### config.mk
export PLATFORM = sky130hd
export DESIGN_NAME = dmem_arbiter
export DESIGN_NICKNAME = d
export VERILOG_FILES = /design/src/rtl/dmem_arb_pkg.sv /design/src/rtl/rr_arb2.sv /design/src/rtl/dmem_arbiter.sv
export SDC_FILE = /design/constraint.sdc
export NUM_CORES = 1
export LEC_CHECK = 0
export ABC_AREA = 1
export BUFFER_PORTS_ARGS = -buffer_cell sky130_fd_sc_hd__buf_4
export CORE_ASPECT_RATIO = 1.1
export CORE_MARGIN = 5
export CORE_UTILIZATION = 40
export CTS_BUF_LIST = sky130_fd_sc_hd__clkbuf_4 sky130_fd_sc_hd__clkbuf_8
export DETAILED_ROUTE_END_ITERATION = 10
export HOLD_SLACK_MARGIN = 0.03
export PLACE_DENSITY = 0.69
export SYNTH_ARGS = -nofsm -noshare
export SYNTH_HDL_FRONTEND = slang
export SYNTH_HIERARCHICAL = 1
export SYNTH_SLANG_ARGS = --single-unit
### constraint.sdc
create_clock -name i_clk -period 1.55 [get_ports i_clk]
set_clock_uncertainty 0.1 [all_clocks]
set_input_delay 0.0775 -clock i_clk [delete_from_list [all_inputs] [get_ports i_clk]]
set_output_delay 0.0775 -clock i_clk [all_outputs]
set_load 0.05 [all_outputs]
### src/rtl/dmem_arb_pkg.sv
// ----------------------------------------------------------------------------
// dmem_arb_pkg: shared state encoding and port ids for the data-memory arbiter
// Rev 1.0
// ----------------------------------------------------------------------------
`default_nettype none

package dmem_arb_pkg;

  typedef enum logic [1:0] {
    ST_IDLE   = 2'd0,
    ST_ACCESS = 2'd1,
    ST_ACK    = 2'd2
  } state_t;

  localparam logic PORT0 = 1'b0;
  localparam logic PORT1 = 1'b1;

endpackage

`default_nettype wire

### src/rtl/rr_arb2.sv
// ----------------------------------------------------------------------------
// rr_arb2: combinational two-request picker (round-robin or fixed priority)
// Rev 1.0
// ----------------------------------------------------------------------------
`default_nettype none

module rr_arb2
  import dmem_arb_pkg::*;
(
  input  logic [1:0] req,
  input  logic       pointer,
  input  logic       fixed_prio,
  output logic       winner,
  output logic       valid
);

  always_comb begin
    valid  = |req;
    winner = PORT0;
    if (fixed_prio) begin
      winner = req[0] ? PORT0 : PORT1;
    end else if (&req) begin
      // Tie: the pointer names the port whose turn it is.
      winner = pointer;
    end else begin
      winner = req[1] ? PORT1 : PORT0;
    end
  end

endmodule

`default_nettype wire

### src/rtl/dmem_arbiter.sv
// ----------------------------------------------------------------------------
// dmem_arbiter: shares a single-port 32-word data memory between two requesters
// Rev 1.0
// ----------------------------------------------------------------------------
`default_nettype none

module dmem_arbiter
  import dmem_arb_pkg::*;
#(
  parameter int DATA_WIDTH = 32,
  parameter int ADDR_WIDTH = 5,
  parameter int FIXED_PRIO = 0
) (
  input  logic                  i_clk,
  input  logic                  i_rst,
  input  logic                  i_req0,
  input  logic                  i_we0,
  input  logic [ADDR_WIDTH-1:0] i_addr0,
  input  logic [DATA_WIDTH-1:0] i_wdata0,
  output logic                  o_ack0,
  output logic [DATA_WIDTH-1:0] o_rdata0,
  input  logic                  i_req1,
  input  logic                  i_we1,
  input  logic [ADDR_WIDTH-1:0] i_addr1,
  input  logic [DATA_WIDTH-1:0] i_wdata1,
  output logic                  o_ack1,
  output logic [DATA_WIDTH-1:0] o_rdata1,
  output logic [ADDR_WIDTH-1:0] o_mem_addr,
  output logic [DATA_WIDTH-1:0] o_mem_wdata,
  output logic                  o_mem_we,
  input  logic [DATA_WIDTH-1:0] i_mem_rdata
);

  state_t                state;
  state_t                next_state;
  logic                  ptr;
  logic                  grant_id;
  logic                  lat_we;
  logic [ADDR_WIDTH-1:0] lat_addr;
  logic [DATA_WIDTH-1:0] lat_wdata;
  logic                  win_id;
  logic                  win_valid;

  rr_arb2 u_arb (
    .req        ({i_req1, i_req0}),
    .pointer    (ptr),
    .fixed_prio (FIXED_PRIO != 0),
    .winner     (win_id),
    .valid      (win_valid)
  );

  always_ff @(posedge i_clk) begin
    if (i_rst) state <= ST_IDLE;
    else       state <= next_state;
  end

  always_comb begin
    next_state = state;
    case (state)
      ST_IDLE:   if (win_valid) next_state = ST_ACCESS;
      ST_ACCESS: next_state = ST_ACK;
      ST_ACK:    next_state = ST_IDLE;
      default:   next_state = ST_IDLE;
    endcase
  end

  always_ff @(posedge i_clk) begin
    if (i_rst) begin
      ptr       <= PORT0;
      grant_id  <= PORT0;
      lat_we    <= 1'b0;
      lat_addr  <= '0;
      lat_wdata <= '0;
      o_ack0    <= 1'b0;
      o_ack1    <= 1'b0;
      o_rdata0  <= '0;
      o_rdata1  <= '0;
    end else begin
      // Acks are single-cycle: set at the ACCESS edge, cleared at the ACK edge.
      o_ack0 <= 1'b0;
      o_ack1 <= 1'b0;
      case (state)
        ST_IDLE: begin
          if (win_valid) begin
            grant_id  <= win_id;
            lat_we    <= (win_id == PORT1) ? i_we1    : i_we0;
            lat_addr  <= (win_id == PORT1) ? i_addr1  : i_addr0;
            lat_wdata <= (win_id == PORT1) ? i_wdata1 : i_wdata0;
            ptr       <= ~win_id;
          end
        end
        ST_ACCESS: begin
          if (grant_id == PORT1) begin
            o_ack1 <= 1'b1;
            if (!lat_we) o_rdata1 <= i_mem_rdata;
          end else begin
            o_ack0 <= 1'b1;
            if (!lat_we) o_rdata0 <= i_mem_rdata;
          end
        end
        default: ;
      endcase
    end
  end

  // Reset during ACCESS must not let the write commit.
  assign o_mem_we    = (state == ST_ACCESS) & lat_we & ~i_rst;
  assign o_mem_addr  = lat_addr;
  assign o_mem_wdata = lat_wdata;

endmodule

`default_nettype wire

=== Yosys cells after proc, flatten, opt, wreduce, memory -nomap -nowiden ===
Index checks and enable logic that the tools add are counted.

* Bitwise gates (word level): 7
* $add $sub $neg: 0
* Muxes and demuxes: 9
* Magnitude comparators: 0
* Equality and inequality tests: 2
* Reductions and logical operators: 7
* Div/mod/pow operators: 0
* Shift operators: 0
* $mul: 0

{| class="wikitable"
|+ Operators with widths
! operator !! number
|-
| $mux W32 || 1
|-
| $reduce_and A3 Y1 || 2
|-
| $mux W1 || 5
|-
| $mux W5 || 1
|-
| $not A1 Y1 || 5
|-
| $pmux W2 S2 || 1
|-
| $reduce_and A2 Y1 || 2
|-
| $reduce_or A2 Y1 || 2
|-
| $and A1 B1 Y1 || 2
|-
| $eq A2 B1 Y1 const B || 1
|-
| $logic_not A2 Y1 || 1
|-
| $mux W2 || 1
|-
| $ne A2 B1 Y1 const B || 1
|}

* ROM bits: 0
* Memories: 0
* Register bits after elaboration: 108
* Input bits: 112
* Bits in latches: 0
* RAM bits: 0
* Word-level logic and storage cells: 35

=== Logic depth before layout (Yosys ltp) ===
Gate-level depths: netlist of run 1.

* Depth in word-level cells: 3
* Gate-level depth with buffers: 9
* Gate-level depth less buffers: 7

=== Hierarchy ===
Netlist of run 1, hierarchy kept.

{| class="wikitable"
|+ By module, submodules not included
! module !! sequential area each (um^2) !! instances !! area an instance (um^2) !! cells an instance
|-
| dmem_arbiter || 2162.1 || 1 || 4959.8 || 774
|-
| rr_arb2 || 0.0 || 1 || 22.5 || 5
|}

=== Worst setup path after synthesis of run 1 ===
No wires, ideal clock.

* Kind: flip-flop to output port
* Start: register state[0]
* End: output o_mem_we
* Arrival time: 1563 ps
* Path buffers: 2
* Required time: 1372 ps
* Path slack: -190 ps
* Stages on the path, launching flop included: 7
* Path through: dfxtp_1 -> inv_2 -> nor2_4 -> buf_4 -> buf_6 -> nand2_1 -> nor2_1

* Word-level cells in the longest chain between the ends: 3

{| class="wikitable"
|+ RTL lines
! element !! RTL line !! RTL
|-
| start, declared || dmem_arbiter.sv:34 || <nowiki>state_t state;</nowiki>
|-
| start signal, assigned || dmem_arbiter.sv:54 || <nowiki>else state <= next_state;</nowiki>
|-
| $eq A2 B1 Y1 || dmem_arbiter.sv:107 || <nowiki>assign o_mem_we = (state == ST_ACCESS) & lat_we & ~i_rst;</nowiki>
|-
| $and A1 B1 Y1 (2 in a row) || dmem_arbiter.sv:107 ||
|-
| end, declared || dmem_arbiter.sv:30 || <nowiki>output logic o_mem_we,</nowiki>
|}

No other way between the ends.

=== Worst setup path after layout of run 1 ===
* Start: input i_req1
* End: register lat_wdata[24] (netlist: o_mem_wdata[24])

* Word-level cells in the longest chain between the ends: 3
* Elaborated cells between the ends (all ways): 6
* Those cells by class: 3 x mux; 3 x reduce/logical

{| class="wikitable"
|+ RTL lines
! element !! RTL line !! RTL
|-
| start, declared || dmem_arbiter.sv:22 || <nowiki>input logic i_req1,</nowiki>
|-
| $mux W1 or $reduce_and A2 Y1 (tied branches) || rr_arb2.sv:26, rr_arb2.sv:22 ||
|-
| $mux W1 * || rr_arb2.sv:22 || <nowiki>end else if (&req) begin</nowiki>
|-
| named net win_id || dmem_arbiter.sv:41 || <nowiki>logic win_id;</nowiki>
|-
| $mux W32 * || dmem_arbiter.sv:88 || <nowiki>lat_wdata <= (win_id == PORT1) ? i_wdata1 : i_wdata0;</nowiki>
|-
| end signal, assigned || dmem_arbiter.sv:88 ||
|-
| end, declared || dmem_arbiter.sv:40 || <nowiki>logic [DATA_WIDTH-1:0] lat_wdata;</nowiki>
|}

The timed path passes the listed nets; every way through them passes the cells marked *.
A chain may end at the register's enable or synchronous reset.

==> results of run 1 <==
[power breakdown]
group | internal, mW | switching (mW) | leakage [nW]
logic | 1.03 | 1.68 | 3.17
clock network | 0.753 | 0.986 | 0.0918
registers | 3.01 | 0.133 | 0.887
total | 4.80 | 2.79 | 4.15
[stage by stage]
step           util (%)  power, mW  hold slack (ps)  cells  setup slack (ps)
6_report           66.7       7.59             69.7   1243              58.6
3_3_place_gp       55.7       5.63              168   1116               232
4_1_cts            66.5       7.62             49.2   1242              37.9
2_1_floorplan         -       4.85             46.6    780              28.8
3_5_place_dp       55.7       5.65              172   1116               188
5_1_grt            66.7       8.03             82.8   1243              9.98
[what timing repair did]
action / 4_1_cts / 5_1_grt
hold endpoints to repair: 108 / 0
resized for setup: 2 / 1
setup endpoints to repair: 1 / 2
hold buffers: 110 / 0
gates cloned: 0 / 1
[cell usage in the layout (no fill, tap or decap)]
master and count:
a21oi_4 1, inv_1 110, clkinv_4 1, buf_4 220
buf_6 1, inv_6 1, nor2_1 177, clkbuf_8 9
buf_12 10, clkinvlp_4 3, bufinv_16 1, dfxtp_2 1
nand2_2 2, a21oi_1 34, clkbuf_16 1, or2_1 1
inv_2 4, o21ai_0 38, dlygate4sd3_1 110, nand3_1 65
nand2_1 183, conb_1 2, clkinv_2 1, dfxtp_1 107
nor2_2 4, nor2_4 2
[critical path, delay by kind of cell]
| family | cells | cell delay (ps) |
|---|---|---|
| compound gates | 2 | 340 |
| simple gates | 3 | 410 |
| buf+inv | 3 | 860 |
[cell type report]
class / count / area, um^2 / area share, %
repair buffers: 342 / 2990 / 36.9
flip-flops and latches: 108 / 2160 / 26.7
multi-input cells: 509 / 2130 / 26.3
inverters: 114 / 428 / 5.28
well taps: 154 / 193 / 2.38
clock buffers: 9 / 124 / 1.53
clock inverters: 7 / 75.1 / 0.927
[worst max-delay path by stage]
stage,startpoint,end,slack [ps],cells past startpoint
global placement,ptr,o_mem_wdata[15],230,6
CTS,state[0],o_mem_we,40,5
global route,i_req1,o_mem_wdata[24],10,8
detailed placement,ptr,o_mem_wdata[15],190,6
finish,i_req1,o_mem_wdata[24],60,8
floorplan,state[0],o_mem_we,30,6
[state kept, by name (all words and copies together) (netlist names)]
register	flops
o_mem_wdata	32
grant_id	1
o_ack1	1
o_ack0	1
lat_we	1
state	2
ptr	1
o_rdata0	32
o_mem_addr	5
o_rdata1	32
[per-layer routing]
layer / share of wire, % / GRT usage, % / vias up / routed length (um)
met2: 47 / 34.5 / 223 / 7390
met5: 0 / 0 / - / 0
li1: - / - / 2936 / -
met3: 10 / 6.62 / 27 / 1580
met4: 2.1 / 7.17 / 0 / 323
met1: 41 / 25.1 / 2445 / 6450
[cell families (layout without fill, tap and decap cells)]
kind of cell	Yosys count	after routing	share of synthesized area [%]
compound gates	73	73	7.33
buf+inv	163	472	14.3
flops	108	108	43.4
other cells	1	2	0.0753
simple gates	434	434	34.9
==> summary.txt, run 1 <==
Outcome
  – Outcome: completed

Clocking
  – CTS tree: yes
  – Setup Fix Bufs, Post-CTS: 0
  – Htree depth: 3
  – Root buf cell: clkbuf_8
  – Longest Clk Path Bufs: 2
  – Cts bufs inserted: 9
  – Skew-Pair Late Insertion Delay: 360 ps
  – Sinks on the clock net: 108
  – Clock transition at path regs: 100 ps

Timing
  – Setup TNS: 0 ps
  – Fmax achieved: 0.670 GHz
  – Final hold viol count: 0
  – Final period util: 96.2%
  – Pins Over Slew Limit: 0
  – Crit path time final: 1490 ps
  – Final Setup Violations: 0
  – RSZ-0062 raised after global routing: no

Critical path
  – CP max FO: 33
  – Worst path slowest cell: dlygate4sd3_1
  – CP required: 1750 ps
  – Kind of critical path: input port to flip-flop
  – Slowest cell delay on critical path: 550 ps
  – Endpoint class of the critical path: flip-flop
  – Reg2Reg Setup Slack: 100 ps
  – CP startpoint kind: input port
  – RR Startpoint: ptr
  – Worst-case reg-to-reg path depth: 7
  – Crit path cell chain: dlygate4sd3_1 > buf_4 > nor2_1 > a21oi_4 > buf_12 > o21ai_0 > nor2_1 > nor2_1
  – Crit path arrival time: 1690 ps
  – Reg-to-reg critical path endpoint: o_mem_wdata[24]
  – Worst path most repeated cell: nor2_1

Yosys
  – Top cells by count, synth: nand2_1 (184), nor2_1 (178), inv_1 (110)
  – Most common cell in the netlist: nand2_1
  – Seq/Total Area, Yosys: 43.4%
  – Yosys warning total: 6
  – Synth Flop Type: dfxtp_1
  – Yosys reg bits: 108
  – Biggest area consumer among synthesized cells: dfxtp_1
  – Post-Syn Instances: 779
  – Number of flops mapped to enable cells by yosys: 0
  – Top area cells in the synthesized netlist: dfxtp_1 (43%), nand2_1 (14%), nor2_1 (13%)
  – Async SR Flop Fraction: 0%
  – Synth top area share: 43.4%
  – Yosys cell types: 18
  – Mapped Avg Cell Area: 6.40 um^2
  – Post-synthesis cell area: 4980 um^2

Route
  – Wire per inst: 12.7 um
  – Routed wire length: 15.7 mm
  – # DRC: 0
  – Final ANT Viol Nets: 0
  – Via/cell ratio: 4.53
  – Via count: 5,631
  – DRT Pass-1 Iters: 5
  – Initial DRC count: 407

Pwr
  – Peak VDD IR: 510 uV
  – Leak: 4.15 nW
  – Pwr dens: 937 nW/um^2

Layout
  – Design area: 8100 um^2
  – Diode count: 0
  – Fraction of layout cells with a size suffix above 1: 24.1%
  – Layout area overhead: 62.6%
  – Fillers: 1,022
  – Nets: 1,196

Placement
  – IO Port Bufs: 215
  – DPL Wire Length: 9.69 mm
  – Gpl congestion: 0.765
  – Placed inst area: 6770 um^2

GRT
  – First-pass GRT wire length: 25.1 mm
  – GRT Overall Usage: 20.8%
  – Largest net degree at the start of global routing: 66
  – Grt total ovfl: 0
  – Vias in the first global route: 5,357
  – Initial antenna violation count: 0

Floorplan
  – Die area: 14,800 um^2
  – Core area: 12,100 um^2
  – Initial core utilization: 41.0%
  – Rows: 42
  – Die W: 116 um
  – I/O pin cnt: 216
  – Die Y-Extent: 127 um

Worst hold path
  – Min-delay src: i_req0
  – Hold Path Stages: 4
  – Min-Delay Endpoint: ptr
  – Hold WC Path Type: input port to flip-flop

Flow run
  – Maxcap violations: 0
No activity file was read; power rests on OpenSTA's default activity.
==> run 2, diff against run 1 <==
--- a/config.mk
+++ b/config.mk
@@ -13,8 +13,7 @@
 export CTS_BUF_LIST = sky130_fd_sc_hd__clkbuf_4 sky130_fd_sc_hd__clkbuf_8
 export DETAILED_ROUTE_END_ITERATION = 10
 export HOLD_SLACK_MARGIN = 0.03
-export PLACE_DENSITY = 0.69
+export PLACE_DENSITY = 0.7
 export SYNTH_ARGS = -nofsm -noshare
 export SYNTH_HDL_FRONTEND = slang
-export SYNTH_HIERARCHICAL = 1
 export SYNTH_SLANG_ARGS = --single-unit
==> summary.txt, run 2 <==
Route
  – Final ANT Viol Nets: 0 (unchanged)
  – DRT Pass-1 Iters: 6 (+1)
  – Wire per inst: 13.4 um (+6.0%)
  – # DRC: 0 (unchanged)
  – Routed wire length: 15.8 mm (+0.44%)
  – Initial DRC count: 395 (-2.9%)
  – Via/cell ratio: 4.60 (+1.6%)
  – Via count: 5,420 (-3.7%)

Clocking
  – Htree depth: 3 (unchanged)
  – Clock transition at path regs: 110 ps (about the same)
  – Longest Clk Path Bufs: 2 (unchanged)
  – CTS tree: yes
  – Cts bufs inserted: 9 (unchanged)
  – Root buf cell: clkbuf_8
  – Skew-Pair Late Insertion Delay: 360 ps (about the same)
  – Sinks on the clock net: 108 (unchanged)

Critical path
  – CP startpoint kind: input port
  – Kind of critical path: input port to flip-flop
  – CP required: 1730 ps (-20 ps)
  – Worst path most repeated cell: nor2_1
  – Critical path's top delay family: buffers and inverters
  – Endpoint class of the critical path: flip-flop
  – Crit path arrival time: 1690 ps (about the same)
  – CP max FO: 20 (-39%)
  – Slowest cell delay on critical path: 540 ps (about the same)
  – Crit path cell chain: dlygate4sd3_1 > buf_4 > nor2_1 > nor2_2 > buf_4 > nand2_1 > nor2_1 > nor2_1
  – CP Buf/Inv Count: 3 (unchanged)
  – Worst path slowest cell: dlygate4sd3_1

Yosys
  – Share of synthesized cell area in and, or, nand and nor gates: 30.8% (-4.1 points)
  – Synth Net Count: 832
  – Most common cell in the netlist: nor2_1
  – Synth top area share: 45.7% (+2.3 points)
  – Post-synthesis compound-gate area fraction: 11.2% (+3.8 points)
  – Post-synthesis xor/xnor area fraction: 0% (unchanged)
  – Biggest area consumer among synthesized cells: dfxtp_1
  – Number of flops mapped to enable cells by yosys: 0 (unchanged)
  – Yosys reg bits: 108 (unchanged)
  – Async SR Flop Fraction: 0% (unchanged)
  – Yosys cell types: 15 (-3)
  – Post-Syn Instances: 720 (-7.6%)
  – Seq/Total Area, Yosys: 45.7% (+2.3 points)
  – Top area cells in the synthesized netlist: dfxtp_1 (46%), nor2_1 (17%), nand2_1 (9.6%)
  – Synth Flop Type: dfxtp_1
  – Post-synthesis mux area share: 0% (unchanged)
  – Yosys warning total: 0 (-6)
  – Adder-Cell Fraction of Synth Area: 0% (unchanged)
  – Main combinational cell family by area after synthesis: simple AND/OR/NAND/NOR gates
  – Post-synthesis cell area: 4740 um^2 (-4.9%)
  – Top cells by count, synth: nor2_1 (214), nand2_1 (121), dfxtp_1 (108)
  – Mapped Avg Cell Area: 6.58 um^2 (+2.8%)

Pwr
  – Pwr dens: 968 nW/um^2 (+3.3%)
  – Peak VDD IR: 573 uV (+12%)
  – PnR Total Power: 7.55 mW (-0.59%)
  – Leak: 3.86 nW (-6.9%)

Timing
  – Pins Over Slew Limit: 0 (unchanged)
  – Setup TNS: 0 ps (unchanged)
  – Hold slack: 67.4 ps (-2.32 ps)
  – Post-route worst setup slack: 35.9 ps (-22.6 ps)
  – Final period util: 97.7% (+1.5 points)
  – Final Setup Violations: 0 (unchanged)
  – Fmax achieved: 0.660 GHz (-1.5%)
  – Slew headroom: 73.3%
  – Least-Margin Pin Slew: 401 ps
  – Final hold viol count: 0 (unchanged)
  – Crit path time final: 1510 ps (+22.6 ps)

Layout
  – Layout area overhead: 64.6%
  – Most frequent cells in the layout: buf_4 (222), nor2_1 (212), nand2_1 (120), dlygate4sd3_1 (110), dfxtp_1 (106)
  – Layout Utilization: 67.6% (+0.84 points)
  – Diode count: 0 (unchanged)
  – Most common cell after layout, fill and taps aside: buf_4
  – Nets: 1,135 (-5.1%)
  – Fraction of layout cells with a size suffix above 1: 25.3% (+1.2 points)

Floorplan
  – Die Y-Extent: 124 um (-2.3%)
  – Die area: 14,100 um^2 (-4.5%)
  – Core area: 11,500 um^2 (-4.9%)
  – Die W: 114 um (-2.3%)
  – I/O pin cnt: 216 (unchanged)
  – Initial core utilization: 41.0% (about the same)
  – Rows: 41 (-2.4%)

Placement
  – DPL Wire Length: 9.54 mm (-1.5%)
  – Gpl congestion: 0.787 (+2.9%)
  – DP Worst Slack: 227 ps (+39.1 ps)
  – IO Port Bufs: 215 (unchanged)

Worst hold path
  – Hold WC Path Type: input port to flip-flop

GRT
  – Vias in the first global route: 5,263 (-1.8%)
  – Largest net degree at the start of global routing: 104 (+58%)
  – Grt total ovfl: 0 (unchanged)
  – First-pass GRT wire length: 25.4 mm (+1.4%)
  – GRT Overall Usage: 22.2% (+1.4 points)
  – Initial antenna violation count: 0 (unchanged)

Outcome
  – Outcome: completed

Flow run
  – Maxcap violations: 0 (unchanged)
[run 2: area by class of cell]
class | count | area [um^2]
clock inverter | 7 | 82.6
sequential | 108 | 2160
inverter | 84 | 315
multi-input combinational | 480 | 2000
timing repair buffer | 340 | 2920
clock buffer | 9 | 124
tap | 150 | 188
fill | 926 | 3740
[run 2: timing repair]
action,CTS,global route
endpoints found under the hold margin,107,0
hold buffers,110,0
setup buffers,0,1
pin swaps,0,2
setup endpoints to repair,1,1
resized for setup,2,7
[run 2: cells by family (layout without fill, tap and decap cells)]
| family | count (synthesis) | in the layout |
|---|---|---|
| DFF | 108 | 108 |
| AOI/OAI and AO/OA | 105 | 105 |
| buffers and inverters | 132 | 440 |
| and+or+nand+nor | 375 | 375 |
[run 2: routing by layer]
| metal | vias to the layer above | GRT usage (%) | part of all wire (%) |
|---|---|---|---|
| met2 | 222 | 37.7 | 47 |
| met5 | - | 0 | 0 |
| li1 | 2795 | - | - |
| met1 | 2371 | 26.3 | 40 |
| met3 | 32 | 7.00 | 10 |
| met4 | 0 | 8.19 | 2.3 |
[run 2: worst register-to-register path, delay by kind of cell (launching register included)]
family        cells  cell delay [ps]
buf+inv           2              320
flops             1              340
simple gates      5              530
[run 2: final timing paths]
check | to | slack (ps) | from | cells past startpoint
worst min register to register | o_ack1 | 380 | grant_id | 2
worst max register to register | o_mem_wdata[21] | 180 | state[0] | 7
worst min-delay path | state[0] | 70 | i_req0 | 4
worst max-delay path | o_mem_wdata[21] | 40 | i_req1 | 8
[run 2: power breakdown]
| part | leakage (nW) | switching (mW) | internal, mW |
|---|---|---|---|
| Sequential | 0.887 | 0.124 | 3.01 |
| Clock | 0.0984 | 1.02 | 0.773 |
| Combinational | 2.88 | 1.62 | 0.995 |
| Total | 3.86 | 2.77 | 4.78 |
[run 2: stage by stage]
stage	cell area, um^2	cells
finish	7800	1178
global route	7800	1178
CTS	7780	1177
detailed placement	6460	1051
global placement	6460	1051
floorplan	4740	720
